===== src/rtl/imem_load_ctrl.sv =====
// Instruction-memory sequencer: streams a program into the 19-bit instruction memory, then runs the CPU to the halt word.
// Latency: load words pass through to the memory write port in the cycle they are accepted; state changes take effect next cycle.
// Backpressure: ld_ready is high only in LOAD; outside LOAD the loader is held off and no word is taken.
//
// Ports:
//   clk, rst                  clock, asynchronous active-low reset
//   load_req, start           command pulses (load honoured in IDLE/LOADED/HALTED, start in LOADED/HALTED)
//   ld_valid/ld_ready/ld_data/ld_last   loader word stream
//   halt                      current fetched instruction is the all-zero halt word
//   mem_we/mem_waddr/mem_wdata          instruction memory write port
//   pc_clr, cpu_run           PC clear pulse and PC/register-file update enable
//   busy, overflow, word_cnt, run_cycles   status
module imem_load_ctrl #(
  parameter int ADDR_W = 12,
  parameter int DATA_W = 19,
  parameter int CNT_W  = 16
) (
  input  logic              clk,
  input  logic              rst,
  input  logic              load_req,
  input  logic              ld_valid,
  output logic              ld_ready,
  input  logic [DATA_W-1:0] ld_data,
  input  logic              ld_last,
  input  logic              start,
  input  logic              halt,
  output logic              mem_we,
  output logic [ADDR_W-1:0] mem_waddr,
  output logic [DATA_W-1:0] mem_wdata,
  output logic              pc_clr,
  output logic              cpu_run,
  output logic              busy,
  output logic              overflow,
  output logic [ADDR_W:0]   word_cnt,
  output logic [CNT_W-1:0]  run_cycles
);

  typedef enum logic [2:0] {
    IDLE   = 3'd0,
    LOAD   = 3'd1,
    LOADED = 3'd2,
    CLEAR  = 3'd3,
    RUN    = 3'd4,
    HALTED = 3'd5
  } stateT;

  localparam logic [ADDR_W-1:0] addrOne = {{(ADDR_W-1){1'b0}}, 1'b1};
  localparam logic [ADDR_W:0]   cntOne  = {{ADDR_W{1'b0}}, 1'b1};
  localparam logic [CNT_W-1:0]  runOne  = {{(CNT_W-1){1'b0}}, 1'b1};

  stateT             state;
  stateT             nextState;
  logic [ADDR_W-1:0] wrAddr;
  logic [ADDR_W:0]   wordCount;
  logic              ovfFlag;
  logic [CNT_W-1:0]  runCount;

  logic addrAtTop;
  logic enterLoad;
  logic enterClear;

  // The write address stops at the last location instead of wrapping, so a
  // word accepted there always ends the load.
  assign addrAtTop  = &wrAddr;
  assign enterLoad  = (nextState == LOAD)  && (state != LOAD);
  assign enterClear = (nextState == CLEAR) && (state != CLEAR);

  always_ff @(posedge clk or negedge rst) begin
    if (!rst) begin
      state <= IDLE;
    end else begin
      state <= nextState;
    end
  end

  always_comb begin
    nextState = state;
    ld_ready  = 1'b0;
    mem_we    = 1'b0;
    pc_clr    = 1'b0;
    cpu_run   = 1'b0;
    busy      = 1'b0;
    case (state)
      IDLE: begin
        if (load_req) nextState = LOAD;
      end
      LOAD: begin
        ld_ready = 1'b1;
        busy     = 1'b1;
        mem_we   = ld_valid;
        if (ld_valid && (ld_last || addrAtTop)) nextState = LOADED;
      end
      LOADED, HALTED: begin
        // A reload request takes priority over a run request.
        if (load_req)   nextState = LOAD;
        else if (start) nextState = CLEAR;
      end
      CLEAR: begin
        pc_clr    = 1'b1;
        busy      = 1'b1;
        nextState = RUN;
      end
      RUN: begin
        busy = 1'b1;
        // Gate the update enable in the halt cycle so the PC stays on the halt word.
        cpu_run = ~halt;
        if (halt) nextState = HALTED;
      end
      default: begin
        nextState = IDLE;
      end
    endcase
  end

  // Write datapath: the accepted word goes straight to the memory port.
  assign mem_waddr = wrAddr;
  assign mem_wdata = mem_we ? ld_data : '0;

  always_ff @(posedge clk or negedge rst) begin
    if (!rst) begin
      wrAddr    <= '0;
      wordCount <= '0;
      ovfFlag   <= 1'b0;
    end else if (enterLoad) begin
      wrAddr    <= '0;
      wordCount <= '0;
      ovfFlag   <= 1'b0;
    end else if (mem_we) begin
      wordCount <= wordCount + cntOne;
      if (!addrAtTop) begin
        wrAddr <= wrAddr + addrOne;
      end else if (!ld_last) begin
        ovfFlag <= 1'b1;
      end
    end
  end

  // Run-cycle counter: zeroed on the way into CLEAR, counts non-halt RUN
  // cycles, sticks at all-ones.
  always_ff @(posedge clk or negedge rst) begin
    if (!rst) begin
      runCount <= '0;
    end else if (enterClear) begin
      runCount <= '0;
    end else if ((state == RUN) && !halt && !(&runCount)) begin
      runCount <= runCount + runOne;
    end
  end

  assign overflow   = ovfFlag;
  assign word_cnt   = wordCount;
  assign run_cycles = runCount;

endmodule


===== config.mk =====
export PLATFORM = sky130hd
export DESIGN_NAME = imem_load_ctrl
export DESIGN_NICKNAME = d
export VERILOG_FILES = /design/src/rtl/imem_load_ctrl.sv
export SDC_FILE = /design/constraint.sdc
export NUM_CORES = 1
export LEC_CHECK = 0
export ABC_CLOCK_PERIOD_IN_PS = 1900
export CAP_MARGIN = 5
export CELL_PAD_IN_SITES_DETAIL_PLACEMENT = 1
export CELL_PAD_IN_SITES_GLOBAL_PLACEMENT = 2
export CORE_ASPECT_RATIO = 1.25
export CORE_MARGIN = 1
export CORE_UTILIZATION = 23
export CTS_CLUSTER_DIAMETER = 40
export DETAILED_ROUTE_END_ITERATION = 8
export MAX_ROUTING_LAYER = met4
export PLACE_DENSITY = 0.84
export SYNTH_ARGS = -nofsm -noshare
export SYNTH_HDL_FRONTEND = slang
export SYNTH_SLANG_ARGS = --single-unit

===== constraint.sdc =====
create_clock -name clk -period 1.9 [get_ports clk]
set_input_delay 0.285 -clock clk [delete_from_list [all_inputs] [get_ports clk]]
set_output_delay 0.285 -clock clk [all_outputs]
set_load 0.01 [all_outputs]

== Word-level counts from Yosys, hierarchy flattened ==
Index checks and enable logic that the tools add are counted.
Word-level totals
  flip-flop bits (word level): 45
  output and inout bits: 66
Cells by class
  $add $sub $neg: 3
  eq/ne operators: 11
  multiplexer cells: 23
  bitwise logic cells: 1
  reduce and logical (&&, ||, !) cells: 18
Operator list (count)
  12-bit two-way mux: 3
  16-bit two-way mux: 2
  13-bit two-way mux: 2
  19-bit two-way mux: 1
  16-bit by 1-bit adder with 16-bit output (second input constant): 1
  16-bit AND reduction: 1
  3-bit two-way mux: 5
  3-bit case mux with 5 select lines: 1
  13-bit by 1-bit adder with 13-bit output (second input constant): 1
  12-bit by 1-bit adder with 12-bit output (second input constant): 1
  12-bit AND reduction: 1
  3-bit by 2-bit equality test with 1-bit output (second input constant): 3
  1-bit two-way mux: 9
  3-bit by 1-bit equality test with 1-bit output (second input constant): 2
  3-bit equality test (second input constant): 2
  2-bit nonzero test: 3
  1-bit logical AND: 5
  2-bit by 1-bit != test with 1-bit output (second input constant): 2
  3-bit zero test: 1
  3-bit by 1-bit != test with 1-bit output (second input constant): 1
  3-bit by 2-bit != test with 1-bit output (second input constant): 1
  3-bit AND reduction: 1
  3-bit OR reduction: 1
  1-bit zero test: 2
  other kinds (4): 4

== Depth between registers and ports, before layout ==
  word-level depth: 9
  gate-level depth with buffers: 9

== Worst setup path after synthesis ==
No wires, ideal clock.
  path type: register to register
  start point: register wrAddr[0], in the netlist mem_waddr[0]
  end point: register runCount[11], in the netlist run_cycles[11]
  library setup time: 122 ps
  arrival: 1964 ps
  data required time: 1778 ps
  setup slack: -186 ps
  stages on the path, launching flop included: 8
  path buffers: 1
  path through: dfrtp_1 -> ha_1 -> nand3_1 -> nor3_2 -> or4_1 -> a22oi_1 -> buf_2 -> nor2_1
On the way
  cells in the longest elaborated chain, start to end: 8
Ends and longest elaborated chain
  start: declaration: line 53  | logic [ADDR_W-1:0] wrAddr;
  start signal: assignment: line 131  | wrAddr <= wrAddr + addrOne;
  12-bit AND reduction (*): line 64  | assign addrAtTop = &wrAddr;
  1-bit logical OR (*): line 91  | if (ld_valid && (ld_last || addrAtTop)) nextState = LOADED;
  1-bit logical AND (*): line 91
  3-bit two-way mux (*): line 91
  3-bit case mux with 5 select lines (*): line 83  | case (state)
  3-bit by 2-bit equality test with 1-bit output (*): line 66  | assign enterClear = (nextState == CLEAR) && (state != CLEAR);
  1-bit logical AND (*): line 66
  16-bit two-way mux / 2-bit nonzero test (equally long branches)
  end signal: assignment: line 146  | runCount <= runCount + runOne;
  end: declaration: line 56  | logic [CNT_W-1:0] runCount;
Every way passes the cells marked *; elsewhere a longest branch is shown, timed or not.
A chain may end at the register's enable or synchronous reset.

== Worst setup path in the final report ==
  start point: register wrAddr[0], in the netlist mem_waddr[0]
  end point: register runCount[15], in the netlist run_cycles[15]
Same word-level chain as after synthesis.

==> flow_summary_export.csv <==
group,metric,value,unit
synthesis,netlist_top_cells_count,"sky130_fd_sc_hd__dfrtp_1, sky130_fd_sc_hd__nor2_1, sky130_fd_sc_hd__and2_1",
synthesis,synth_seq_area_share,44.7,%
clocking,clock_latency,290,ps
synthesis,synthTopCellsByArea,"sky130_fd_sc_hd__dfrtp_1, sky130_fd_sc_hd__xor2_1, sky130_fd_sc_hd__and2_1",
synthesis,avgSynthCellArea,9.30,sq um
synthesis,dominant_synthesized_flop_cell,"sky130_fd_sc_hd__dfrtp_1",
synthesis,post_synth_inst_count,271,
synthesis,async_reset_ff_share,100,%
place,gp_congestion,0.824,
outcome,outcome,"complete, but fails checks",
routing,vias_per_cell,4.71,
routing,dr_total_vias,2510,
routing,wl,7900,um
place,dpl.hpwl,5810,um
sta,tightest_slew,440,ps
power_and_ir_drop,leakage,1.86,nW
finish,register_area,0.00113,sq mm
power_and_ir_drop,power_density,851,mW/mm^2
worst_setup_path,timing.critical_path.fanout_max,8,
sta,finalWorstPathRequiredPeriod,1950,ps
place,pre_cts_ws,-398,ps
power_and_ir_drop,p_clk_share,24.7,%
worst_hold_path,worst_hold_path_type,"input pin to asynchronous set/reset pin",
worst_setup_path,worstSetupStartpointType,"flop",
finish,area_occupied_by_multi_input_gates,0.00147,sq mm
power_and_ir_drop,p_switching,1.21,mW
global_route,grt_max_degree,27,
worst_setup_path,crit_arrival,2120,ps
routing,drt_pre_antenna_iters,4,
power_and_ir_drop,sequentialPowerShare,31.6,%
power_and_ir_drop,sw_frac_of_total,34.0,%
power_and_ir_drop,power.combinational.fraction,43.7,%
finish,nets,429,
clocking,htree_num_levels,2,
worst_setup_path,criticalPathCategory,"flop to flop",
sta,clk_skew,9.32,ps
global_route,antenna_violations_before_repair,0,
worst_setup_path,critical_path.n_buffers_inverters,1,
sta,final_max_slew_viol_count,0,
power_and_ir_drop,power.internal,2.35,mW
worst_setup_path,critical_path.cell_chain,"ha_2 > nand3_2 > nor3_4 > or4_4 > a22oi_2 > clkbuf_16 > nor2_1",
sta,rsz_0062_raised_after_global_routing,"true",
global_route,grt_first_pass_wirelength,13100,um
sta,final_critical_path_setup_slack,-48.8,ps
global_route,grt_pass1_vias,2735,
worst_setup_path,cpLargestDelayFamily,"simple AND/OR/NAND/NOR gates",
worst_setup_path,critical_path_required,2070,ps
routing,final_antenna_net_count,0,
floorplanning,dieHeight,119,um
floorplanning,area_of_the_core_region,0.0106,sq mm
worst_setup_path,slowest_delay,440,ps
floorplanning,die_width,95.6,um
finish,area_growth_syn_to_layout,65.8,%
floorplanning,dieArea,0.0114,sq mm
synthesis,synthesis.nets,300,
routing,post-route-drc-count,0,
floorplanning,num_io_pins,92,
synthesis,ys_seq_elements,45,
floorplanning,floorplan.rows,42,
worst_setup_path,crit_path_top_delay_cell,"sky130_fd_sc_hd__or4_4",
finish,antenna_diode_count,0,
finish,fillCellCount,1218,
sta,setup_violations,9,
synthesis,post-synth-top-count-cell,"sky130_fd_sc_hd__dfrtp_1",
clocking,cts_root_buffer,"sky130_fd_sc_hd__clkbuf_16",
clocking,cts_num_sinks,45,
sta,max_freq,513,MHz
clocking,tritoncts,"done",
routing,dr.first_iter.drc_count,21,
clocking,cts_max_path_buffers,2,
finish,post_route_core_utilization,39.4,%
routing,route.detailed.wl_per_inst,14.8,um
synthesis,post-synth-top-area-fraction,44.7,%
sta,max-slew-margin-rel,70.6,%
worst_setup_path,end_kind,"flop",
place,buffer_ports.inserted,91,
global_route,grt.overflow.total,0,
synthesis,post_synth_instance_area,0.00252,sq mm
finish,drive_above_1_share,21.2,%
floorplanning,start_util,23.8,%
sta,share_of_the_clock_period_used_by_the_worst_path,103,%
outcome,failed_checks,"setup timing",
synthesis,number_of_enable_type_register_cells_in_the_synthesized_netlist,0,
power_and_ir_drop,ir_drop,0.000343,V
clocking,numCtsBuffers,5,
sta,final_hold_viol_count,0,
run,max-cap-violations,0,
global_route,gr-usage-all-layers,15.0,%
clocking,clk_transition_reported_paths,70,ps
synthesis,synth_largest_area_cell,"sky130_fd_sc_hd__dfrtp_1",
synthesis,synthesis.yosys.warnings,0,
synthesis,synth.lib_cells_used.distinct,43,
## layout make-up
cell class / count / share of cell area, %
multi-input combinational: 210 / 35.1
timing repair buffer: 134 / 30.2
sequential: 45 / 26.9
tap: 132 / 3.95
clock buffer: 6 / 3.08
clock inverter: 2 / 0.359
inverter: 4 / 0.359
## metrics by stage
stage / hold WS [ps] / power, mW / TNS [ps] / instance area, sq um / cells
after floorplan: -10.6 / 1.82 / 0 / 2530 / 271
after global placement: 216 / 2.59 / -11020 / 3840 / 515
after detailed placement: 227 / 2.63 / -12640 / 3840 / 515
after CTS: 454 / 3.48 / -49.7 / 4030 / 527
after global routing: 484 / 3.77 / -1510 / 4180 / 533
final: 442 / 3.56 / -316 / 4180 / 533
## routing by layer
metal	track usage, %	share of wire, %
met5	-	0
met2	27.1	55
met3	3.32	4.7
met4	3.64	1.3
met1	16.2	39
## cells by family (layout without fill, tap and decap cells)
family	after synthesis	in the layout	share of synthesized area, %
buffers and inverters	16	146	3.08
muxes	2	2	0.794
and+or+nand+nor	139	139	29.9
adders and majority gates	3	3	1.49
xor gates and xnor gates	32	32	11.1
DFF	45	45	44.7
AOI/OAI and AO/OA	34	34	8.93
## worst paths after layout
kind	startpoint	to	slack, ps	cells past startpoint
worst max-delay path	mem_waddr[0]$_DFFE_PN0P_	run_cycles[15]$_DFFE_PN0P_	-50	7
worst min-delay path	rst	run_cycles[5]$_DFFE_PN0P_	440	2
worst max register to register	mem_waddr[0]$_DFFE_PN0P_	run_cycles[15]$_DFFE_PN0P_	-50	7
worst min register to register	overflow$_DFFE_PN0P_	overflow$_DFFE_PN0P_	510	2
max in group asynchronous	rst	run_cycles[9]$_DFFE_PN0P_	930	3
min in group clk	overflow$_DFFE_PN0P_	overflow$_DFFE_PN0P_	510	2
## what timing repair did
item	4_1_cts	5_1_grt
gates resized for setup	33	50
endpoints found under the hold margin	12	0
cloned	0	1
pin swaps	4	10
hold buffers	1	0
setup buffers	3	5
setup endpoints to repair	28	38
## placed cells by master (no fill, tap or decap), types with 6 or more instances in the layout
cell	instances
sky130_fd_sc_hd__nand4_1	8
sky130_fd_sc_hd__xor2_1	23
sky130_fd_sc_hd__nand3_1	13
sky130_fd_sc_hd__clkdlybuf4s15_1	9
sky130_fd_sc_hd__and3_1	7
sky130_fd_sc_hd__nand2_1	18
sky130_fd_sc_hd__clkbuf_2	7
sky130_fd_sc_hd__dlygate4sd2_1	10
sky130_fd_sc_hd__clkbuf_16	6
sky130_fd_sc_hd__buf_4	34
sky130_fd_sc_hd__dfrtp_1	45
sky130_fd_sc_hd__clkdlybuf4s50_1	64
sky130_fd_sc_hd__a21oi_1	10
sky130_fd_sc_hd__o21ai_0	6
sky130_fd_sc_hd__xnor2_1	9
sky130_fd_sc_hd__and2_1	24
sky130_fd_sc_hd__nor2_1	35
## power groups by stage
stage               Sequential [mW]  Clock [mW]  Combinational, mW
finish                         1.12       0.878               1.55
detailed placement             1.15           0               1.47
CTS                            1.12       0.907               1.45
global route                   1.14       0.929               1.71
global placement               1.15           0               1.45
floorplan                      1.16           0              0.651
## state kept, by name (all words and copies together) (netlist names)
signal      count
run_cycles     16
word_cnt       13
mem_waddr      12
state           3
overflow        1
Power figures use the tool's default switching activity.
